`config.mk`:
```
export PLATFORM = sky130hd
export DESIGN_NAME = instruction_prefetch_buffer
export DESIGN_NICKNAME = d
export VERILOG_FILES = /design/src/rtl/instruction_prefetch_buffer.sv
export SDC_FILE = /design/constraint.sdc
export NUM_CORES = 1
export LEC_CHECK = 0
export BUFFER_PORTS_ARGS = -buffer_cell sky130_fd_sc_hd__buf_2
export CAP_MARGIN = 20
export CORE_ASPECT_RATIO = 1.2
export CORE_UTILIZATION = 45
export DETAILED_ROUTE_END_ITERATION = 16
export GPL_TIMING_DRIVEN = 0
export PLACE_DENSITY = 0.66
export SYNTH_ARGS = -nofsm -noshare
export SYNTH_HDL_FRONTEND = slang
export SYNTH_SLANG_ARGS = --single-unit
```
`constraint.sdc`:
```
create_clock -name clock -period 4.05 [get_ports clock]
set_clock_uncertainty 0.2 [all_clocks]
set_input_delay 0.2025 -clock clock [delete_from_list [all_inputs] [get_ports clock]]
set_output_delay 0.2025 -clock clock [all_outputs]
set_load 0.03 [all_outputs]
```
`src/rtl/instruction_prefetch_buffer.sv`:
```
// rtl/instruction_prefetch_buffer.sv - sequential instruction prefetcher with credit-limited FIFO; optional PREFETCH_BYPASS_EN
module instruction_prefetch_buffer #(
    parameter int                      DATA_WIDTH   = 32,
    parameter int                      ADDRESS_BITS = 32,
    parameter int                      DEPTH        = 4,
    parameter logic [ADDRESS_BITS-1:0] RESET_PC     = '0
) (
    input  logic                    clock,
    input  logic                    reset,
    input  logic                    redirect,
    input  logic [ADDRESS_BITS-1:0] redirect_pc,
    output logic                    fetch_valid,
    output logic [DATA_WIDTH-1:0]   fetch_instruction,
    output logic [ADDRESS_BITS-1:0] fetch_pc,
    input  logic                    fetch_ready,
    output logic                    i_mem_read,
    output logic [ADDRESS_BITS-1:0] i_mem_address_in,
    input  logic [DATA_WIDTH-1:0]   i_mem_data_out,
    input  logic [ADDRESS_BITS-1:0] i_mem_address_out,
    input  logic                    i_mem_valid,
    input  logic                    i_mem_ready
);

    localparam int PTR_W = (DEPTH > 1) ? $clog2(DEPTH) : 1;
    localparam int CNT_W = PTR_W + 1;
    localparam logic [ADDRESS_BITS-1:0] PC_STEP = ADDRESS_BITS'(DATA_WIDTH / 8);
    localparam logic [CNT_W:0] DEPTH_W = (CNT_W + 1)'(DEPTH);

    typedef enum logic [1:0] {
        S_BOOT  = 2'd0,
        S_RUN   = 2'd1,
        S_FLUSH = 2'd2
    } state_t;

    state_t state;
    state_t state_next;

    logic [DATA_WIDTH-1:0]   entry_data [DEPTH];
    logic [ADDRESS_BITS-1:0] entry_pc   [DEPTH];
    logic [PTR_W-1:0]        head;
    logic [PTR_W-1:0]        tail;
    logic [CNT_W-1:0]        count;

    logic [ADDRESS_BITS-1:0] next_pc;
    logic [ADDRESS_BITS-1:0] pending_addr;
    logic                    pending;

    logic                    fifo_empty;
    logic [CNT_W:0]          occupancy;
    logic                    credit_ok;
    logic                    accept;
    logic                    bypass_take;
    logic                    bypass_consumed;
    logic                    push;
    logic                    pop;

    // The in-flight request reserves a slot so a returning response can always be stored
    assign fifo_empty      = (count == '0);
    assign occupancy       = {1'b0, count} + {{CNT_W{1'b0}}, pending};
    assign credit_ok       = (occupancy < DEPTH_W);
    assign accept          = i_mem_valid && pending && (i_mem_address_out == pending_addr);

`ifdef PREFETCH_BYPASS_EN
    assign bypass_take     = fifo_empty && accept;
`else
    assign bypass_take     = 1'b0;
`endif
    assign bypass_consumed = bypass_take && fetch_ready;

    // A redirect discards both the queued entries and whatever arrives in the same cycle
    assign push            = accept && !bypass_consumed && !redirect;
    assign pop             = !fifo_empty && fetch_ready && !redirect;

    assign i_mem_address_in = next_pc;

    // Head presentation: FIFO head, or the live response when bypassing an empty FIFO
    always_comb begin
        fetch_valid       = !fifo_empty;
        fetch_instruction = fifo_empty ? '0 : entry_data[head];
        fetch_pc          = fifo_empty ? '0 : entry_pc[head];
        if (bypass_take) begin
            fetch_valid       = 1'b1;
            fetch_instruction = i_mem_data_out;
            fetch_pc          = i_mem_address_out;
        end
    end

    // Control state register
    always_ff @(posedge clock) begin
        if (reset) begin
            state <= S_BOOT;
        end else begin
            state <= state_next;
        end
    end

    // Next-state and request issue; requests only flow in RUN
    always_comb begin
        state_next = state;
        i_mem_read = 1'b0;
        case (state)
            S_BOOT: begin
                state_next = S_RUN;
            end
            S_RUN: begin
                i_mem_read = i_mem_ready && !redirect && credit_ok && !reset;
            end
            S_FLUSH: begin
                state_next = S_RUN;
            end
            default: begin
                state_next = S_BOOT;
            end
        endcase
        if (redirect) begin
            state_next = S_FLUSH;
        end
    end

    // Fetch address, outstanding-request tracking and FIFO pointers
    always_ff @(posedge clock) begin
        if (reset) begin
            next_pc      <= RESET_PC;
            pending      <= 1'b0;
            pending_addr <= '0;
            head         <= '0;
            tail         <= '0;
            count        <= '0;
        end else if (redirect) begin
            next_pc      <= redirect_pc;
            pending      <= 1'b0;
            head         <= '0;
            tail         <= '0;
            count        <= '0;
        end else begin
            if (i_mem_read) begin
                pending      <= 1'b1;
                pending_addr <= next_pc;
                next_pc      <= next_pc + PC_STEP;
            end else if (i_mem_valid) begin
                pending      <= 1'b0;
            end
            if (push) begin
                tail <= tail + 1'b1;
            end
            if (pop) begin
                head <= head + 1'b1;
            end
            case ({push, pop})
                2'b10:   count <= count + 1'b1;
                2'b01:   count <= count - 1'b1;
                default: count <= count;
            endcase
        end
    end

    // Entry storage; contents are only observable while counted as valid
    always_ff @(posedge clock) begin
        if (push && !reset) begin
            entry_data[tail] <= i_mem_data_out;
            entry_pc[tail]   <= i_mem_address_out;
        end
    end

endmodule

```
### Word-level counts from Yosys, hierarchy flattened

Memory sizes are Yosys's and may differ from the RTL's. A register that Yosys moved wholly into a read port is not among the register bits.
Cells that the tools add are included.

| storage, ports and cells | value |
|---|---|
| bits in registers | 74 |
| RAM bits | 256 |
| bits of input ports | 102 |
| output and inout bits | 98 |
| logic and storage cells | 60 |
| memories kept | 2 |

| cells by class | value |
|---|---|
| $add $sub $neg | 6 |
| magnitude comparators | 1 |
| eq/ne operators | 6 |
| mux-type cells | 16 |
| bitwise gates (word level) | 1 |
| reductions and logical operators | 20 |

Memories:

| name | words | width | rd ports | clocked after Yosys merged registers in | wr ports | RTL line | source |
|---|---|---|---|---|---|---|---|
| entry_data | 4 | 32 | 1 | 1 | 1 | 38 | `logic [DATA_WIDTH-1:0] entry_data [DEPTH];` |
| entry_pc | 4 | 32 | 1 | 1 | 1 | 39 | `logic [ADDRESS_BITS-1:0] entry_pc [DEPTH];` |

Operators with widths:

| operator | number |
|---|---|
| $mux 32 | 4 |
| $add 32x3->32 const B | 1 |
| $eq 32x32->1 | 1 |
| $mux 2 | 5 |
| $logic_and 1x1->1 | 9 |
| $pmux 3 s2 | 1 |
| $reduce_bool 2->1 | 3 |
| $mux 1 | 5 |
| $add 2x1->2 const B | 2 |
| $add 3x1->4 | 1 |
| $eq 2x1->1 const B | 2 |
| $eq 2x2->1 const B | 2 |
| $lt 4x3->1 const B | 1 |
| $pmux 2 s2 | 1 |
| $reduce_or 2->1 | 2 |
| $add 3x1->3 const B | 1 |
| $logic_not 1->1 | 3 |
| $logic_not 3->1 | 1 |
| $sub 3x1->3 const B | 1 |
| $logic_not 2->1 | 1 |
| $ne 2x2->1 const B | 1 |
| $reduce_and 2->1 | 1 |
| $not 1->1 | 1 |

### Logic depth before layout (Yosys ltp)

| depth | value |
|---|---|
| depth in word-level cells | 7 |
| mapped depth | 11 |
| mapped depth without buffers | 10 |

### Worst setup path after synthesis

No wires, ideal clock.

| timing | value |
|---|---|
| kind | reg2reg |
| from | reg pending_addr[15] |
| to | mem entry_data[0][0], enable pin |
| setup time | 0.429 ns |
| data arrival time | 2.849 ns |
| data required time | 3.421 ns |
| slack | 0.573 ns |
| stages on the path, launching flop included | 6 |
| path buffers | 0 |
| cell sequence | dfxtp_1 -> xor2_1 -> nor4_1 -> nand4_1 -> nor4_1 -> and2_1 |

| between the ends | value |
|---|---|
| cells in the longest elaborated chain, start to end | 6 |

Ends and longest elaborated chain:

| element | RTL line | source |
|---|---|---|
| start, declared | 45 | `logic [ADDRESS_BITS-1:0] pending_addr;` |
| start signal, assigned | 138 | `pending_addr <= next_pc;` |
| $eq 32x32->1 | 61 | `assign accept = i_mem_valid && pending && (i_mem_address_out == pending_addr);` |
| $logic_and 1x1->1 | 61 |  |
| $logic_and 1x1->1 | 71 | `assign push = accept && !bypass_consumed && !redirect;` |
| $logic_and 1x1->1 | 159 | `if (push && !reset) begin` |
| $mux 1 | 159 |  |
| $mux 1 (not written as such) | 160 | `entry_data[tail] <= i_mem_data_out;` |
| end, declared | 38 |  |

Every way passes these cells.

==> flow_summary.json <==
{
  "hp-class": "in -> reg",
  "buffer_ports.inserted": 198,
  "drtIter0Drc": 419,
  "worst-setup-path-type": "reg -> out",
  "synth.mux.area_fraction_pct": 11.3,
  "num_io_pins": 200,
  "fin_worst_hold_slack_ps": 66.6,
  "finalHoldViolCount": 0,
  "timing.critical_path.fanout_max": 10,
  "synth_edf_count": 256,
  "core.rowCount": 69,
  "placedInstanceArea_sq_um": 15100,
  "cp.arrival_ps": 3150,
  "tightest_slew_ps": 981,
  "power.static_leakage_nw": 6.14,
  "layout.cells.most_common_list": "256 x sky130_fd_sc_hd__edfxtp_1, 202 x sky130_fd_sc_hd__buf_2, 105 x sky130_fd_sc_hd__dlygate4sd3_1",
  "postLayoutSetupSlackWorst_ps": 497,
  "post-place-cells": 1485,
  "synthXorXnorAreaFrac_pct": 2.41,
  "cts_root_buffer": "sky130_fd_sc_hd__clkbuf_16",
  "first_pass_iters": 5,
  "max_cap_viol_count": 0,
  "setup.worst_path.end_class": "primary output",
  "critPathRequiredTime_ps": 3650,
  "average_vias_per_placed_instance": 5.31,
  "worst_ir_drop_vdd_v": 0.000268,
  "cellPowerDensity_nw_per_um2": 410,
  "series_of_cell_instances_along_the_critical_path": "clkbuf_1 > buf_1 > mux4_2 > and2_1 > buf_2",
  "final_period_minus_worst_setup_slack_ps": 3550,
  "cts_stage_hold_buffer_count": 105,
  "slew_viol_final": 0,
  "number_of_global_route_vias_before_repair": 8794,
  "synth_nets": 1002,
  "final.setup.tns_ps": 0,
  "placement.setup.worst_slack_ps": 600,
  "final-setup-viol-count": 0,
  "design.die.area_sq_um": 30600,
  "clk_pin_slew_worst_paths_ps": 70,
  "gp_congestion": 0.857,
  "postCtsSetupRepairBufs": 0,
  "synthesis.area_per_instance_sq_um": 15.1,
  "core_area_sq_um": 29500,
  "ctsResizeCount": 0,
  "fin_util_pct": 58.2,
  "post_route_cells_drive_above_1_share_pct": 26.8,
  "postSynthRegisterBits": 332,
  "final_common_cell": "sky130_fd_sc_hd__edfxtp_1",
  "dieWidth_um": 160,
  "synth_area_in_compound_gates_pct": 4.69,
  "grt_start_max_net_pins": 55,
  "cpPeakStageDelay_ps": 770,
  "p_seq_share_pct": 52.8,
  "dominant_combinational_cell_family_by_area_after_synthesis": "multiplexers",
  "cts_tree": "yes",
  "synth-warning-count": 0,
  "switching_share_pct": 20.5,
  "max-clock-path-buffers": 3,
  "antenna_violating_nets_post_route": 0,
  "grt_antenna_before_repair": 1,
  "clock_insertion_delay_worst_skew_ps": 560,
  "syn_to_final_growth_pct": 27.6,
  "intPower_mw": 5.60,
  "globalRouteTotalUtil_pct": 20.7,
  "route.vias.total": 8761,
  "layoutNonFillerInstCount": 1649,
  "report.power.total_mw": 7.04,
  "crit_path_top_delay_cell": "sky130_fd_sc_hd__buf_1",
  "clock_power_share_pct": 42.7,
  "synth_flop_cell": "sky130_fd_sc_hd__edfxtp_1",
  "synthAdderAreaFrac_pct": 0.707,
  "post_detailed_route_drc_marker_count": 0,
  "syn_inst": 893,
  "route.detailed.wl_per_inst_um": 19.1,
  "cts_buffers": 31,
  "total_switching_power_mw": 1.44,
  "asyncSetResetFlopFracSynth_pct": 0,
  "syn-cell-area_sq_um": 13500,
  "synth_simple_gate_area_share_pct": 10.6,
  "outcome": "finished, final reports clean",
  "layout.filler_cells": 2460,
  "crit_buf_inv": 3,
  "clock_sink_count": 332,
  "post-route-period-util_pct": 87.7,
  "finish.net_count": 1342,
  "setup_repair_after_global_routing_missed_its_margin": "no",
  "setup.reg_to_reg.worst_slack_ps": 610,
  "cpLargestDelayFamily": "buffers and inverters",
  "htree_levels": 1,
  "globalRoute.totalOverflow": 0,
  "fp.dieH_um": 191,
  "dp_hpwl_mm": 20.8,
  "slew_margin_rel_pct": 34.1,
  "timing.rr.start": "pending_addr[15]$_SDFFE_PP0P_",
  "power.share.combinational_pct": 4.6,
  "postLayoutCellArea_sq_um": 17200,
  "start_kind": "flip-flop",
  "global_route_wire_length_before_repair_mm": 48.9,
  "initial_utilization_pct": 45.6,
  "hold_path_startpoint": "redirect",
  "route.final.wire_length_mm": 31.4,
  "seq_area_frac_synth_pct": 68.4,
  "max_clock_freq_ghz": 0.281,
  "yosys.cell_types.count": 51
}
power by group through the flow:
stage | Combinational, mW | Sequential, mW | Clock (mW)
2_1_floorplan | 0.0711 | 3.81 | 0
3_3_place_gp | 0.232 | 3.79 | 0
3_5_place_dp | 0.238 | 3.79 | 0
4_1_cts | 0.321 | 3.71 | 3.06
5_1_grt | 0.346 | 3.71 | 3.20
6_report | 0.321 | 3.71 | 3.01
cell families (layout without fill, tap and decap cells):
logic type	after synthesis	count (layout)
adder cells (fa/ha/maj)	7	7
buffers and inverters	62	427
other	0	1
flip-flops	332	332
multiplexers	71	71
AND/OR/NAND/NOR	278	278
AO/OA/AOI/OAI	106	106
XOR/XNOR	37	37
area by class of cell:
type	instances	area [sq um]	area share (%)
flip-flops and latches	332	9210	53.6
multi-input cells	499	4000	23.3
repair buffers	307	2150	12.5
clock buffers	41	873	5.08
well taps	390	488	2.84
plain buffers	50	211	1.23
clock inverters	17	195	1.14
inverters	12	45.0	0.262
diodes	1	2.50	0.0146
worst register-to-register path, cell delays in order, from the launching register on:
cell	delay, ps
sky130_fd_sc_hd__dfxtp_1	330
sky130_fd_sc_hd__xor2_1	160
sky130_fd_sc_hd__nor4_1	650
sky130_fd_sc_hd__nand4_1	280
sky130_fd_sc_hd__nor4_1	620
sky130_fd_sc_hd__and2_4	560
sky130_fd_sc_hd__buf_16	310
routing by layer:
metal	routed length [um]	track usage, %	vias to the layer above	part of all wire, %
met5	0	0	-	0
met4	470	4.80	0	1.5
met3	1670	2.71	34	5.3
met2	16200	37.5	278	52
met1	13100	26.5	4351	42
li1	-	-	4098	-
Yosys cell counts, types with 3 or more instances:
cell type,n,area [sq um]
sky130_fd_sc_hd__edfxtp_1,256,7690
sky130_fd_sc_hd__or3_1,4,25.0
sky130_fd_sc_hd__and3_1,6,37.5
sky130_fd_sc_hd__ha_1,6,75.1
sky130_fd_sc_hd__clkbuf_1,37,139
sky130_fd_sc_hd__and4_1,6,52.6
sky130_fd_sc_hd__nand3_1,16,80.1
sky130_fd_sc_hd__a21oi_1,60,300
sky130_fd_sc_hd__xnor2_1,4,35.0
sky130_fd_sc_hd__o311ai_0,4,35.0
sky130_fd_sc_hd__and2_1,72,450
sky130_fd_sc_hd__xor2_1,33,289
sky130_fd_sc_hd__buf_2,4,20.0
sky130_fd_sc_hd__mux2i_1,4,40.0
sky130_fd_sc_hd__inv_1,11,41.3
sky130_fd_sc_hd__or4_1,4,30.0
sky130_fd_sc_hd__nand2_1,96,360
sky130_fd_sc_hd__o21ai_0,13,65.1
sky130_fd_sc_hd__a31oi_1,5,31.3
sky130_fd_sc_hd__dfxtp_1,76,1520
sky130_fd_sc_hd__nor2_1,29,109
sky130_fd_sc_hd__o211ai_1,3,22.5
sky130_fd_sc_hd__nand4_1,19,119
sky130_fd_sc_hd__nor3_1,9,45.0
sky130_fd_sc_hd__mux2_2,3,33.8
sky130_fd_sc_hd__nor4_1,10,62.6
sky130_fd_sc_hd__buf_1,6,22.5
sky130_fd_sc_hd__mux4_2,64,1440
sky130_fd_sc_hd__a22oi_1,5,37.5
flip-flops by register name, summed over array words and instances, names as in the netlist, named ones only:
name,cells
count,3
entry_data,128
entry_pc,128
head,2
i_mem_address_in,32
pending,1
pending_addr,32
state,2
tail,2
worst paths after layout:
| path | to | cells after the start |
|---|---|---|
| max reg2reg | entry_data[0][13]$_DFFE_PP_ | 6 |
| max | fetch_pc[9] | 5 |
| min | state[1]$_SDFFE_PP0P_ | 3 |
| min reg2reg | state[0]$_SDFFE_PP0P_ | 1 |
Power figures use the tool's default switching activity.
